==> config.mk <==
export PLATFORM = sky130hd
export DESIGN_NAME = frame_scanout_flat
export DESIGN_NICKNAME = d
export VERILOG_FILES = /design/src/rtl/frame_scanout_if.sv /design/src/rtl/frame_scanout.sv /design/src/flat_wrapper.sv
export SDC_FILE = /design/constraint.sdc
export NUM_CORES = 1
export LEC_CHECK = 0
export BUFFER_PORTS_ARGS = -buffer_cell sky130_fd_sc_hd__buf_2
export CAP_MARGIN = 40
export CELL_PAD_IN_SITES_DETAIL_PLACEMENT = 2
export CELL_PAD_IN_SITES_GLOBAL_PLACEMENT = 2
export CORE_MARGIN = 4
export CORE_UTILIZATION = 38
export DETAILED_ROUTE_END_ITERATION = 7
export PLACE_DENSITY_LB_ADDON = 0.25
export SLEW_MARGIN = 20
export SYNTH_ARGS = -nofsm -noshare
export SYNTH_HDL_FRONTEND = slang
export SYNTH_SLANG_ARGS = --single-unit
==> constraint.sdc <==
create_clock -name clk -period 5.1 [get_ports clk]
set_clock_uncertainty 0.2 [all_clocks]
set_input_delay 0.255 -clock clk [delete_from_list [all_inputs] [get_ports clk]]
set_output_delay 0.255 -clock clk [all_outputs]
set_load 0.03 [all_outputs]
==> src/rtl/frame_scanout_if.sv <==
// Purpose : frame buffer read port, video outputs and the renderer swap handshake of frame_scanout.
// Ports   : master = scanout side (drives read_addr_out, video and swap status),
//           slave  = surroundings (drive read_data_in and swap_req).
interface frame_scanout_if #(
   parameter int BUFFER_ADDR_WIDTH = 15,
   parameter int COLOR_WIDTH       = 12
);
   logic [BUFFER_ADDR_WIDTH:0] read_addr_out;   // MSB selects the front buffer
   logic [COLOR_WIDTH-1:0]     read_data_in;    // valid one clock after the address
   logic                       hsync;           // active low
   logic                       vsync;           // active low
   logic                       de;              // active video
   logic [COLOR_WIDTH-1:0]     color_out;       // zero outside active video
   logic                       swap_req;        // renderer: back buffer complete
   logic                       swap_ack;        // one-clock pulse when the swap happens
   logic                       front_sel;       // buffer on screen
   logic                       vblank_start;    // one-clock pulse at the first vblank line

   modport master (
      output read_addr_out, hsync, vsync, de, color_out, swap_ack, front_sel, vblank_start,
      input  read_data_in, swap_req
   );

   modport slave (
      input  read_addr_out, hsync, vsync, de, color_out, swap_ack, front_sel, vblank_start,
      output read_data_in, swap_req
   );
endinterface

==> src/rtl/frame_scanout.sv <==
// Purpose : VGA scanout of a double-buffered frame buffer, each stored pixel shown SCALE x SCALE;
//           owns front/back selection and swaps only at vblank start on renderer request.
// Latency : fixed 2 clocks from counter state to hsync/vsync/de/color_out; no backpressure,
//           the pixel clock free-runs and swap requests wait for the next vblank.
// Ports   : clk, rstn (async active low), bus (frame_scanout_if.master).
module frame_scanout #(
   parameter int BUFFER_WIDTH      = 160,
   parameter int BUFFER_HEIGHT     = 120,
   parameter int BUFFER_ADDR_WIDTH = $clog2(BUFFER_WIDTH*BUFFER_HEIGHT),
   parameter int SCALE             = 4,
   parameter int COLOR_WIDTH       = 12,
   parameter int H_ACTIVE          = 640,
   parameter int H_FP              = 16,
   parameter int H_SYNC            = 96,
   parameter int H_BP              = 48,
   parameter int V_ACTIVE          = 480,
   parameter int V_FP              = 10,
   parameter int V_SYNC            = 2,
   parameter int V_BP              = 33
) (
   input  logic            clk,
   input  logic            rstn,
   frame_scanout_if.master bus
);

   localparam int H_TOTAL = H_ACTIVE + H_FP + H_SYNC + H_BP;
   localparam int V_TOTAL = V_ACTIVE + V_FP + V_SYNC + V_BP;
   localparam int HW      = $clog2(H_TOTAL);
   localparam int VW      = $clog2(V_TOTAL);
   localparam int XW      = (BUFFER_WIDTH > 1) ? $clog2(BUFFER_WIDTH) : 1;
   localparam int SW      = (SCALE > 1) ? $clog2(SCALE) : 1;
   localparam int AW      = BUFFER_ADDR_WIDTH;

   localparam logic [HW-1:0] H_LAST     = HW'(H_TOTAL - 1);
   localparam logic [HW-1:0] H_ACT      = HW'(H_ACTIVE);
   localparam logic [HW-1:0] H_ACT_LAST = HW'(H_ACTIVE - 1);
   localparam logic [HW-1:0] HS_FIRST   = HW'(H_ACTIVE + H_FP);
   localparam logic [HW-1:0] HS_LAST    = HW'(H_ACTIVE + H_FP + H_SYNC - 1);
   localparam logic [VW-1:0] V_LAST     = VW'(V_TOTAL - 1);
   localparam logic [VW-1:0] V_ACT      = VW'(V_ACTIVE);
   localparam logic [VW-1:0] V_ACT_LAST = VW'(V_ACTIVE - 1);
   localparam logic [VW-1:0] VS_FIRST   = VW'(V_ACTIVE + V_FP);
   localparam logic [VW-1:0] VS_LAST    = VW'(V_ACTIVE + V_FP + V_SYNC - 1);
   localparam logic [SW-1:0] SUB_LAST   = SW'(SCALE - 1);
   localparam logic [AW-1:0] ROW_STEP   = AW'(BUFFER_WIDTH);

   typedef enum logic {S_IDLE, S_PENDING} state_t;

   // Raster position and the replicated frame buffer coordinates that track it.
   logic [HW-1:0]      r_h_cnt;
   logic [VW-1:0]      r_v_cnt;
   logic [SW-1:0]      r_x_sub;
   logic [XW-1:0]      r_x_idx;
   logic [SW-1:0]      r_y_sub;
   logic [AW-1:0]      r_row_base;
   logic [AW:0]        r_addr;
   logic               r_vblank;

   // Two-stage alignment of the timing signals with the frame buffer read.
   logic               r_de_d1, r_hs_d1, r_vs_d1;
   logic               r_de, r_hs, r_vs;
   logic [COLOR_WIDTH-1:0] r_color;

   state_t             r_state;
   logic               r_front_sel;
   logic               r_armed;

   logic               w_h_end, w_v_end;
   logic [HW-1:0]      w_h_nxt;
   logic [VW-1:0]      w_v_nxt;
   logic [SW-1:0]      w_x_sub_nxt, w_y_sub_nxt;
   logic [XW-1:0]      w_x_idx_nxt;
   logic [AW-1:0]      w_row_nxt;
   logic               w_act, w_act_nxt, w_vbl_nxt, w_hs, w_vs;
   logic               w_req_ok, w_swap;

   always_comb begin
      w_h_end     = (r_h_cnt == H_LAST);
      w_v_end     = (r_v_cnt == V_LAST);
      w_h_nxt     = w_h_end ? '0 : r_h_cnt + 1'b1;
      w_v_nxt     = r_v_cnt;
      if (w_h_end) begin
         w_v_nxt = w_v_end ? '0 : r_v_cnt + 1'b1;
      end

      // Column replication: stops on the last active pixel, restarts with the line.
      w_x_sub_nxt = r_x_sub;
      w_x_idx_nxt = r_x_idx;
      if (w_h_end) begin
         w_x_sub_nxt = '0;
         w_x_idx_nxt = '0;
      end else if (r_h_cnt < H_ACT_LAST) begin
         if (r_x_sub == SUB_LAST) begin
            w_x_sub_nxt = '0;
            w_x_idx_nxt = r_x_idx + 1'b1;
         end else begin
            w_x_sub_nxt = r_x_sub + 1'b1;
         end
      end

      // Line replication: row_base steps a whole buffer line every SCALE active lines,
      // which keeps the address an adder rather than a multiplier.
      w_y_sub_nxt = r_y_sub;
      w_row_nxt   = r_row_base;
      if (w_h_end) begin
         if (w_v_end) begin
            w_y_sub_nxt = '0;
            w_row_nxt   = '0;
         end else if (r_v_cnt < V_ACT_LAST) begin
            if (r_y_sub == SUB_LAST) begin
               w_y_sub_nxt = '0;
               w_row_nxt   = r_row_base + ROW_STEP;
            end else begin
               w_y_sub_nxt = r_y_sub + 1'b1;
            end
         end
      end

      w_act_nxt = (w_h_nxt < H_ACT) && (w_v_nxt < V_ACT);
      w_vbl_nxt = (w_h_nxt == '0) && (w_v_nxt == V_ACT);
      w_act     = (r_h_cnt < H_ACT) && (r_v_cnt < V_ACT);
      w_hs      = ~((r_h_cnt >= HS_FIRST) && (r_h_cnt <= HS_LAST));
      w_vs      = ~((r_v_cnt >= VS_FIRST) && (r_v_cnt <= VS_LAST));
   end

   // Address and vblank pulse are loaded from next-state values so that they line up
   // with the counter state of the same cycle; the address holds outside active video.
   always_ff @(posedge clk or negedge rstn) begin
      if (!rstn) begin
         r_h_cnt    <= '0;
         r_v_cnt    <= '0;
         r_x_sub    <= '0;
         r_x_idx    <= '0;
         r_y_sub    <= '0;
         r_row_base <= '0;
         r_addr     <= '0;
         r_vblank   <= 1'b0;
      end else begin
         r_h_cnt    <= w_h_nxt;
         r_v_cnt    <= w_v_nxt;
         r_x_sub    <= w_x_sub_nxt;
         r_x_idx    <= w_x_idx_nxt;
         r_y_sub    <= w_y_sub_nxt;
         r_row_base <= w_row_nxt;
         r_vblank   <= w_vbl_nxt;
         if (w_act_nxt) begin
            r_addr <= {r_front_sel, w_row_nxt + AW'(w_x_idx_nxt)};
         end
      end
   end

   always_ff @(posedge clk or negedge rstn) begin
      if (!rstn) begin
         r_de_d1 <= 1'b0;
         r_hs_d1 <= 1'b1;
         r_vs_d1 <= 1'b1;
         r_de    <= 1'b0;
         r_hs    <= 1'b1;
         r_vs    <= 1'b1;
         r_color <= '0;
      end else begin
         r_de_d1 <= w_act;
         r_hs_d1 <= w_hs;
         r_vs_d1 <= w_vs;
         r_de    <= r_de_d1;
         r_hs    <= r_hs_d1;
         r_vs    <= r_vs_d1;
         r_color <= r_de_d1 ? bus.read_data_in : '0;
      end
   end

   // A request only counts once swap_req has been seen low since the last swap, so a
   // level request cannot swap again every frame. swap_ack is decoded from registered
   // state plus swap_req so a request arriving in the vblank_start cycle itself is served
   // in that cycle.
   assign w_req_ok = bus.swap_req & r_armed;
   assign w_swap   = r_vblank & ((r_state == S_PENDING) | w_req_ok);

   always_ff @(posedge clk or negedge rstn) begin
      if (!rstn) begin
         r_state     <= S_IDLE;
         r_front_sel <= 1'b0;
         r_armed     <= 1'b1;
      end else if (w_swap) begin
         r_state     <= S_IDLE;
         r_front_sel <= ~r_front_sel;
         r_armed     <= 1'b0;
      end else begin
         if ((r_state == S_IDLE) && w_req_ok) begin
            r_state <= S_PENDING;
         end
         if (!bus.swap_req) begin
            r_armed <= 1'b1;
         end
      end
   end

   assign bus.read_addr_out = r_addr;
   assign bus.hsync         = r_hs;
   assign bus.vsync         = r_vs;
   assign bus.de            = r_de;
   assign bus.color_out     = r_color;
   assign bus.swap_ack      = w_swap;
   assign bus.front_sel     = r_front_sel;
   assign bus.vblank_start  = r_vblank;

endmodule

==> src/flat_wrapper.sv <==
// flat-port wrapper written by rule: the top's interface ports become plain ports
module frame_scanout_flat 
#(
   parameter int BUFFER_WIDTH      = 160,
   parameter int BUFFER_HEIGHT     = 120,
   parameter int BUFFER_ADDR_WIDTH = $clog2(BUFFER_WIDTH*BUFFER_HEIGHT),
   parameter int SCALE             = 4,
   parameter int COLOR_WIDTH       = 12,
   parameter int H_ACTIVE          = 640,
   parameter int H_FP              = 16,
   parameter int H_SYNC            = 96,
   parameter int H_BP              = 48,
   parameter int V_ACTIVE          = 480,
   parameter int V_FP              = 10,
   parameter int V_SYNC            = 2,
   parameter int V_BP              = 33
)
  (clk, rstn, bus_read_addr_out, bus_hsync, bus_vsync, bus_de, bus_color_out, bus_swap_ack, bus_front_sel, bus_vblank_start, bus_read_data_in, bus_swap_req);
  frame_scanout_if #(.BUFFER_ADDR_WIDTH(BUFFER_ADDR_WIDTH), .COLOR_WIDTH(COLOR_WIDTH)) bus_i ();
  input  logic clk;
  input  logic rstn;
  output wire logic [$bits(bus_i.read_addr_out)-1:0] bus_read_addr_out;
  output wire logic [$bits(bus_i.hsync)-1:0] bus_hsync;
  output wire logic [$bits(bus_i.vsync)-1:0] bus_vsync;
  output wire logic [$bits(bus_i.de)-1:0] bus_de;
  output wire logic [$bits(bus_i.color_out)-1:0] bus_color_out;
  output wire logic [$bits(bus_i.swap_ack)-1:0] bus_swap_ack;
  output wire logic [$bits(bus_i.front_sel)-1:0] bus_front_sel;
  output wire logic [$bits(bus_i.vblank_start)-1:0] bus_vblank_start;
  input wire logic [$bits(bus_i.read_data_in)-1:0] bus_read_data_in;
  input wire logic [$bits(bus_i.swap_req)-1:0] bus_swap_req;
  assign bus_read_addr_out = bus_i.read_addr_out;
  assign bus_hsync = bus_i.hsync;
  assign bus_vsync = bus_i.vsync;
  assign bus_de = bus_i.de;
  assign bus_color_out = bus_i.color_out;
  assign bus_swap_ack = bus_i.swap_ack;
  assign bus_front_sel = bus_i.front_sel;
  assign bus_vblank_start = bus_i.vblank_start;
  assign bus_i.read_data_in = bus_read_data_in;
  assign bus_i.swap_req = bus_swap_req;
  frame_scanout #(.BUFFER_WIDTH(BUFFER_WIDTH), .BUFFER_HEIGHT(BUFFER_HEIGHT), .BUFFER_ADDR_WIDTH(BUFFER_ADDR_WIDTH), .SCALE(SCALE), .COLOR_WIDTH(COLOR_WIDTH), .H_ACTIVE(H_ACTIVE), .H_FP(H_FP), .H_SYNC(H_SYNC), .H_BP(H_BP), .V_ACTIVE(V_ACTIVE), .V_FP(V_FP), .V_SYNC(V_SYNC), .V_BP(V_BP)) u_core (.clk(clk), .rstn(rstn), .bus(bus_i));
endmodule
==> impl_metrics.json, run 1 <==
{
  "clk_latency_ps": 340,
  "avgRoutedWirePerCell_um": 17.9,
  "syn_to_final_growth_pct": 17.9,
  "grt.overflow.total": 0,
  "hold_viol": 0,
  "antenna_found_initial": 0,
  "endpoint_kind": "flip-flop",
  "dp_cells": 592,
  "fp-row-count": 38,
  "setup_viol": 0,
  "nets": 511,
  "globalRouteTotalUtil_pct": 18.4,
  "synth_cell_types": 66,
  "cts.htree.levels": 3,
  "ys.flop_type": "dfrtp_1",
  "numCtsBuffers": 9,
  "netlist_area_mm2": 0.00429,
  "die_w_um": 114,
  "p_per_area_mw_per_mm2": 261,
  "yosysWarnings": 0,
  "clock_path_buffers": 2,
  "synth_area_leaders": "dfrtp_1, ha_1, nand2_1, xnor2_1, nor2_1",
  "hp-class": "flip-flop to flip-flop",
  "slew_violations": 0,
  "hold_ws_ps": 155,
  "start_util_pct": 39.2,
  "maxClockFrequency_ghz": 0.239,
  "drv_cap": 0,
  "rsz0062_at_grt": "false",
  "p_leak_nw": 2.30,
  "floorplan.core_area_mm2": 0.0109,
  "gp_congestion": 0.733,
  "grt_max_degree": 48,
  "drc": 0,
  "worst_ep_required_time_ps": 5160,
  "tightest_slew_ps": 796,
  "via_per_inst": 5.36,
  "critPathArrivalTime_ps": 4250,
  "ir_drop_uv": 123,
  "tritoncts": "yes",
  "dp_hpwl_mm": 7.93,
  "wl_mm": 11.1,
  "fin_crit_ps": 4190,
  "drt_iter0_markers": 104,
  "first_pass_iters": 4,
  "fin_crit_sh_pct": 82.2,
  "ant_nets": 0,
  "yosysTopAreaCellShare_pct": 46.6,
  "chipHeight_um": 114,
  "instances_no_fill": 622,
  "ys_ff_latch": 85,
  "synth_cells": 414,
  "synth_edf_count": 0,
  "cts_root_buf": "clkbuf_16",
  "io_pins": 49,
  "drive_gt1_share_pct": 19.3,
  "status": "finished, final reports clean",
  "postLayoutCoreUtil_pct": 46.3,
  "slew_headroom_pct": 46.5,
  "antenna_cells": 0,
  "crit_fanout": 12,
  "grt_pass1_wl_mm": 19.0,
  "p_total_mw": 1.32,
  "cts_setup_buffers": 0,
  "dieArea_mm2": 0.0131,
  "clock_sinks": 85,
  "cp-start-kind": "flip-flop",
  "vias": 3337,
  "ys_seq_area_share_pct": 49.7,
  "setup-tns-final_ps": 0,
  "clk_pin_slew_ps": 60,
  "grt_pass1_vias": 3776,
  "worstSetupPathType": "flip-flop to flip-flop",
  "yosysTopAreaCell": "dfrtp_1",
  "syn_area_per_cell_um2": 10.4,
  "synth_commonest_cells": "dfrtp_1, nand2_1, nor2_1",
  "yosysMostFrequentCell": "dfrtp_1",
  "syn-num-nets": 448,
  "port_buffers": 48,
  "async_flop_share_pct": 100
}
## repair_timing
item | CTS | global route
endpoints found under the hold margin | 48 | 0
gates resized for setup | 0 | 0
hold buffers | 14 | 0
## kinds of logic (layout without fill, tap and decap cells)
family | Yosys count | count (layout) | share of synthesized area (%)
AOI/OAI and AO/OA | 73 | 73 | 11.3
buffers and inverters | 26 | 94 | 3.18
and+or+nand+nor | 177 | 177 | 23.1
DFF | 85 | 85 | 49.7
muxes | 3 | 3 | 0.700
adders and majority gates | 19 | 19 | 5.71
xor gates and xnor gates | 31 | 31 | 6.33
## path summary, 6_finish.rpt
kind	start	endpoint	slack [ps]	depth (start not counted)
setup / recovery	u_core.r_v_cnt[0]$_DFF_PN0_	u_core.bus.read_addr_out[14]$_DFFE_PN0P_	910	17
hold / removal	u_core.r_vs_d1$_DFF_PN1_	u_core.bus.vsync$_DFF_PN1_	150	0
setup reg to reg	u_core.r_v_cnt[0]$_DFF_PN0_	u_core.bus.read_addr_out[14]$_DFFE_PN0P_	910	17
hold reg to reg	u_core.r_vs_d1$_DFF_PN1_	u_core.bus.vsync$_DFF_PN1_	150	0
max in group asynchronous	rstn	u_core.bus.read_addr_out[14]$_DFFE_PN0P_	3490	3
min in group asynchronous	rstn	u_core.r_v_cnt[0]$_DFF_PN0_	240	2
## layout by cell type, fill, tap and decap left out, types with 3 or more instances in the layout
cell	n
and3_1	3
nor4_2	6
xor2_1	13
o31a_2	3
buf_2	47
buf_4	6
and2_1	20
dfrtp_1	80
inv_1	11
o21ai_0	23
o21a_1	5
clkbuf_16	9
nor3_1	8
dlygate4sd3_1	14
mux2i_1	3
nand4_1	6
clkbuf_1	3
a21oi_1	10
ha_1	18
o31ai_1	4
xnor2_1	18
nor4_1	5
a31oi_1	3
nand2_1	43
dfstp_2	5
nor2b_1	3
nor2_1	39
nand3_1	14
a21o_1	3
or3_1	6
o21ai_1	7
## sequential cells by signal, summed over array words and instances (netlist names)
signal,cells
u_core.bus.color_out,12
u_core.bus.de,1
u_core.bus.front_sel,1
u_core.bus.hsync,1
u_core.bus.read_addr_out,16
u_core.bus.vblank_start,1
u_core.bus.vsync,1
u_core.r_armed,1
u_core.r_de_d1,1
u_core.r_h_cnt,10
u_core.r_hs_d1,1
u_core.r_row_base,15
u_core.r_state,1
u_core.r_v_cnt,10
u_core.r_vs_d1,1
u_core.r_x_idx,8
u_core.r_x_sub,2
u_core.r_y_sub,2
## per-stage QoR
step / instance area (um2) / worst slack, ps
global placement: 4660 / 1040
detailed placement: 4660 / 910
CTS: 5060 / 868
global route: 5060 / 584
floorplan: 4290 / 1010
finish: 5060 / 908
## report_power, final
part / switching (mW) / internal [mW] / leakage [nW] / total (mW)
Clock: 0.264 / 0.330 / 0.127 / 0.593
Combinational: 0.0300 / 0.0172 / 1.08 / 0.0472
Sequential: 0.00116 / 0.679 / 1.09 / 0.680
## routing by layer
metal	part of all wire, %	GRT usage [%]	wire (um)
met1	42	22.3	4720
met2	53	33.7	5870
met3	3.2	2.27	352
met4	1.5	6.41	163
met5	0	0	0
## area by class of cell
cell class	count	area [um2]
Fill cell	1146	5880
Sequential cell	85	2130
Multi-Input combinational cell	303	2030
Timing Repair Buffer	67	420
Clock buffer	12	236
Tap cell	140	175
Inverter	11	41.3
Clock inverter	4	26.3
## worst max-delay path, cell delays in order, from the launching register on
cell and delay (ps):
dfrtp_1 430, inv_1 110, ha_1 150, nand4b_1 110
nor4_2 490, nand2_1 100, buf_4 200, and2_1 190
ha_1 220, fa_1 430, a21o_1 180, a21oi_1 210
o21ai_0 160, o41ai_1 310, buf_4 210, nor3b_1 70
a21o_1 200, a31oi_1 150
Power figures use the tool's default switching activity.
==> inputs of run 2 (changes only) <==
--- a/config.mk
+++ b/config.mk
@@ -5,12 +5,13 @@
 export SDC_FILE = /design/constraint.sdc
 export NUM_CORES = 1
 export LEC_CHECK = 0
+export ABC_AREA = 1
 export BUFFER_PORTS_ARGS = -buffer_cell sky130_fd_sc_hd__buf_2
 export CAP_MARGIN = 40
 export CELL_PAD_IN_SITES_DETAIL_PLACEMENT = 2
 export CELL_PAD_IN_SITES_GLOBAL_PLACEMENT = 2
 export CORE_MARGIN = 4
-export CORE_UTILIZATION = 38
+export CORE_UTILIZATION = 36
 export DETAILED_ROUTE_END_ITERATION = 7
 export PLACE_DENSITY_LB_ADDON = 0.25
 export SLEW_MARGIN = 20
==> constraint.sdc (replaced) <==
create_clock -name clk -period 3.9 [get_ports clk]
set_clock_uncertainty 0.2 [all_clocks]
set_input_delay 0.195 -clock clk [delete_from_list [all_inputs] [get_ports clk]]
set_output_delay 0.195 -clock clk [all_outputs]
set_load 0.03 [all_outputs]
==> impl_metrics.json, run 2 <==
{
  "numCtsBuffers": 9,
  "antenna_cells": 0,
  "cp-start-kind": "flip-flop",
  "via_per_inst": 4.97,
  "synth_commonest_cells": "nand2_1, inv_1, dfrtp_1",
  "slowest_delay_ps": 390,
  "gp_congestion": 0.819,
  "synth_edf_count": 0,
  "nets": 649,
  "rr_startpoint": "u_core.r_h_cnt[1]$_DFF_PN0_",
  "syn-num-nets": 550,
  "critPathArrivalTime_ps": 3950,
  "dp_cells": 732,
  "chipHeight_um": 119,
  "ir_drop_uv": 211,
  "floorplan.core_area_mm2": 0.0121,
  "grt_pass1_wl_mm": 23.7,
  "fin_crit_sh_pct": 99.0,
  "yosysMostFrequentCell": "nand2_1",
  "syn_area_per_cell_um2": 8.63,
  "tightest_slew_ps": 742,
  "async_flop_share_pct": 100,
  "vias": 3917,
  "grt.overflow.total": 0,
  "ys_seq_area_share_pct": 47.9,
  "fin_crit_ps": 3860,
  "endpoint": "u_core.bus.read_addr_out[14]$_DFFE_PN0P_",
  "slew_violations": 0,
  "yosysWarnings": 0,
  "setup_viol": 0,
  "rsz0062_at_grt": "true",
  "ant_nets": 0,
  "grt_max_degree": 56,
  "synth_cell_types": 44,
  "synth_cells": 516,
  "maxClockFrequency_ghz": 0.259,
  "cts.htree.levels": 3,
  "reg2reg_depth": 24,
  "ys.flop_type": "dfrtp_1",
  "drive_gt1_share_pct": 25.5,
  "p_leak_nw": 2.96,
  "cts_root_buf": "clkbuf_16",
  "instances_no_fill": 788,
  "port_buffers": 48,
  "tritoncts": "yes",
  "holdCritStartpoint": "u_core.r_hs_d1$_DFF_PN1_",
  "die_w_um": 119,
  "yosysTopAreaCellShare_pct": 44.9,
  "dp_hpwl_mm": 9.34,
  "clk_latency_ps": 350,
  "p_per_area_mw_per_mm2": 327,
  "clk_pin_slew_ps": 70,
  "clock_path_buffers": 2,
  "largest_reg_flops": 16,
  "worst_ep_required_time_ps": 3990,
  "endpoint_kind": "flip-flop",
  "avgRoutedWirePerCell_um": 18.9,
  "hold_viol": 0,
  "drt_iter0_markers": 144,
  "path_buf_inv": 1,
  "io_pins": 49,
  "first_pass_iters": 4,
  "crit_slowest_cell": "dfrtp_1",
  "reg2reg_setup_slack_ps": 40,
  "globalRouteTotalUtil_pct": 21.0,
  "drv_cap": 0,
  "path_common_cell": "nand2_1",
  "final_common_cell": "nand2_1",
  "hp-class": "flip-flop to flip-flop",
  "crit_fanout": 5,
  "hold_ws_ps": 156,
  "synth_area_leaders": "dfrtp_1, nand2_1, inv_1, ha_1, nand3_1",
  "worstSetupPathType": "flip-flop to flip-flop",
  "cp_cell_sequence": "ha_2, nand3_4, inv_6, nand2_4, nand3_4, nand2_4, nand2_4, nor2_4, nand2_2, nor3_2, nand2_1, xor2_1, nor2_1, ha_1, nand2_2, nor3_2, nand2_1, o211ai_1, nand4_1, nor2_2, nand3_1, nand2_1, nand3_2, nand2_1",
  "path_delay_family": "simple AND/OR/NAND/NOR gates",
  "slew_headroom_pct": 50.4,
  "startpoint": "u_core.r_h_cnt[1]$_DFF_PN0_",
  "wl_mm": 14.9,
  "start_util_pct": 36.9,
  "n_fill_cell": 1290,
  "reg2reg_to": "u_core.bus.read_addr_out[14]$_DFFE_PN0P_",
  "multi_input_area_mm2": 0.00204,
  "grt_pass1_vias": 4498,
  "mostFrequentLayoutCells": "nand2_1, inv_1, dfrtp_1",
  "fp-row-count": 40,
  "dieArea_mm2": 0.0142,
  "status": "finished, final reports clean",
  "worst-path-stages": 24,
  "seqCellArea_mm2": 0.00213,
  "syn_to_final_growth_pct": 27.4,
  "clock_sinks": 85,
  "netlist_area_mm2": 0.00445,
  "ys_ff_latch": 85,
  "yosysTopAreaCell": "dfrtp_1",
  "drc": 0,
  "antenna_found_initial": 0
}
==> run 2: cell types whose count changed in the layout (fill, tap and decap cells not counted), moves of 6 or more <==
cell / previous run / this run
inv_1: 11 / 83
nand2_1: 43 / 99
buf_4: 6 / 32
nand3_1: 14 / 35
and2_1: 20 / 0
a21oi_1: 10 / 27
xnor2_1: 18 / 3
o21ai_0: 23 / 12
nand4_1: 6 / 16
nor2_2: 0 / 10
nand2_2: 0 / 8
o21ai_2: 1 / 9
nor4_2: 6 / 0
or3_1: 6 / 0
==> run 2: worst reg2reg max path, stage by stage (launching register included) <==
cell,delay [ps]
dfrtp_1,390
ha_2,210
nand3_4,110
inv_6,50
nand2_4,70
nand3_4,70
nand2_4,90
nand2_4,90
nor2_4,140
nand2_2,70
nor3_2,210
nand2_1,110
xor2_1,140
nor2_1,90
ha_1,390
nand2_2,110
nor3_2,210
nand2_1,90
o211ai_1,150
nand4_1,250
nor2_2,190
nand3_1,100
nand2_1,100
nand3_2,80
nand2_1,100
==> run 2: report_power, final <==
group          internal (mW)  switching, mW  leakage, nW
Combinational         0.0247         0.0452         1.73
Sequential             0.888        0.00212         1.08
Clock                  0.513          0.380        0.152
==> run 2: what timing repair did <==
item | 4_1_cts | 5_1_grt
hold endpoints to repair | 63 | 0
endpoints found under the setup margin | 6 | 7
gates resized for setup | 8 | 22
hold buffers | 14 | 0
pin swaps | 6 | 20
buffers inserted | 6 | 18
==> run 2: cells by family (layout without fill, tap and decap cells) <==
group | Yosys count | count (layout) | share of synthesized area [%]
and+or+nand+nor | 243 | 243 | 26.2
adders and majority gates | 19 | 19 | 5.51
AOI/OAI and AO/OA | 61 | 61 | 8.82
DFF | 85 | 85 | 47.9
buffers and inverters | 95 | 199 | 8.85
xor gates and xnor gates | 13 | 13 | 2.73
==> run 2: through the flow <==
| step | total power [mW] | cell area [um2] | TNS [ps] | utilization (%) | setup slack [ps] |
|---|---|---|---|---|---|
| final | 1.85 | 5670 | 0 | 47.0 | 38.7 |
| after CTS | 1.86 | 5410 | 0 | 44.8 | 1.72 |
| after global routing | 1.92 | 5670 | -737 | 47.0 | -266 |
| after detailed placement | 0.960 | 4900 | -877 | 40.6 | -249 |
| after floorplan | 0.924 | 4450 | 0 | - | 533 |
| after global placement | 0.958 | 4900 | 0 | 40.6 | 194 |
==> run 2: worst min path at each step <==
stage	endpoint	slack (ps)	cells past startpoint
after global routing	u_core.bus.hsync$_DFF_PN1_	160	0
after global placement	u_core.r_v_cnt[0]$_DFF_PN0_	110	1
final	u_core.bus.hsync$_DFF_PN1_	160	0
after CTS	u_core.bus.hsync$_DFF_PN1_	160	0
after detailed placement	u_core.r_v_cnt[1]$_DFF_PN0_	120	1
after floorplan	u_core.bus.color_out[0]$_DFF_PN0_	-300	0
==> run 2: area by class of cell <==
type	instances	area share [%]
inverters	88	5.91
well taps	168	3.71
flip-flops and latches	85	37.6
repair buffers	95	11.6
clock inverters	6	1.10
multi-input cells	336	35.9
clock buffers	10	4.21
==> run 2: routing by layer <==
layer  vias up  track usage (%)  wire length [um]
met3        26             2.75               259
met2        44             39.1              8180
met1      1994             24.6              6200
li1       1853                -                 -
met4         0             7.10               279
met5         -                0                 0
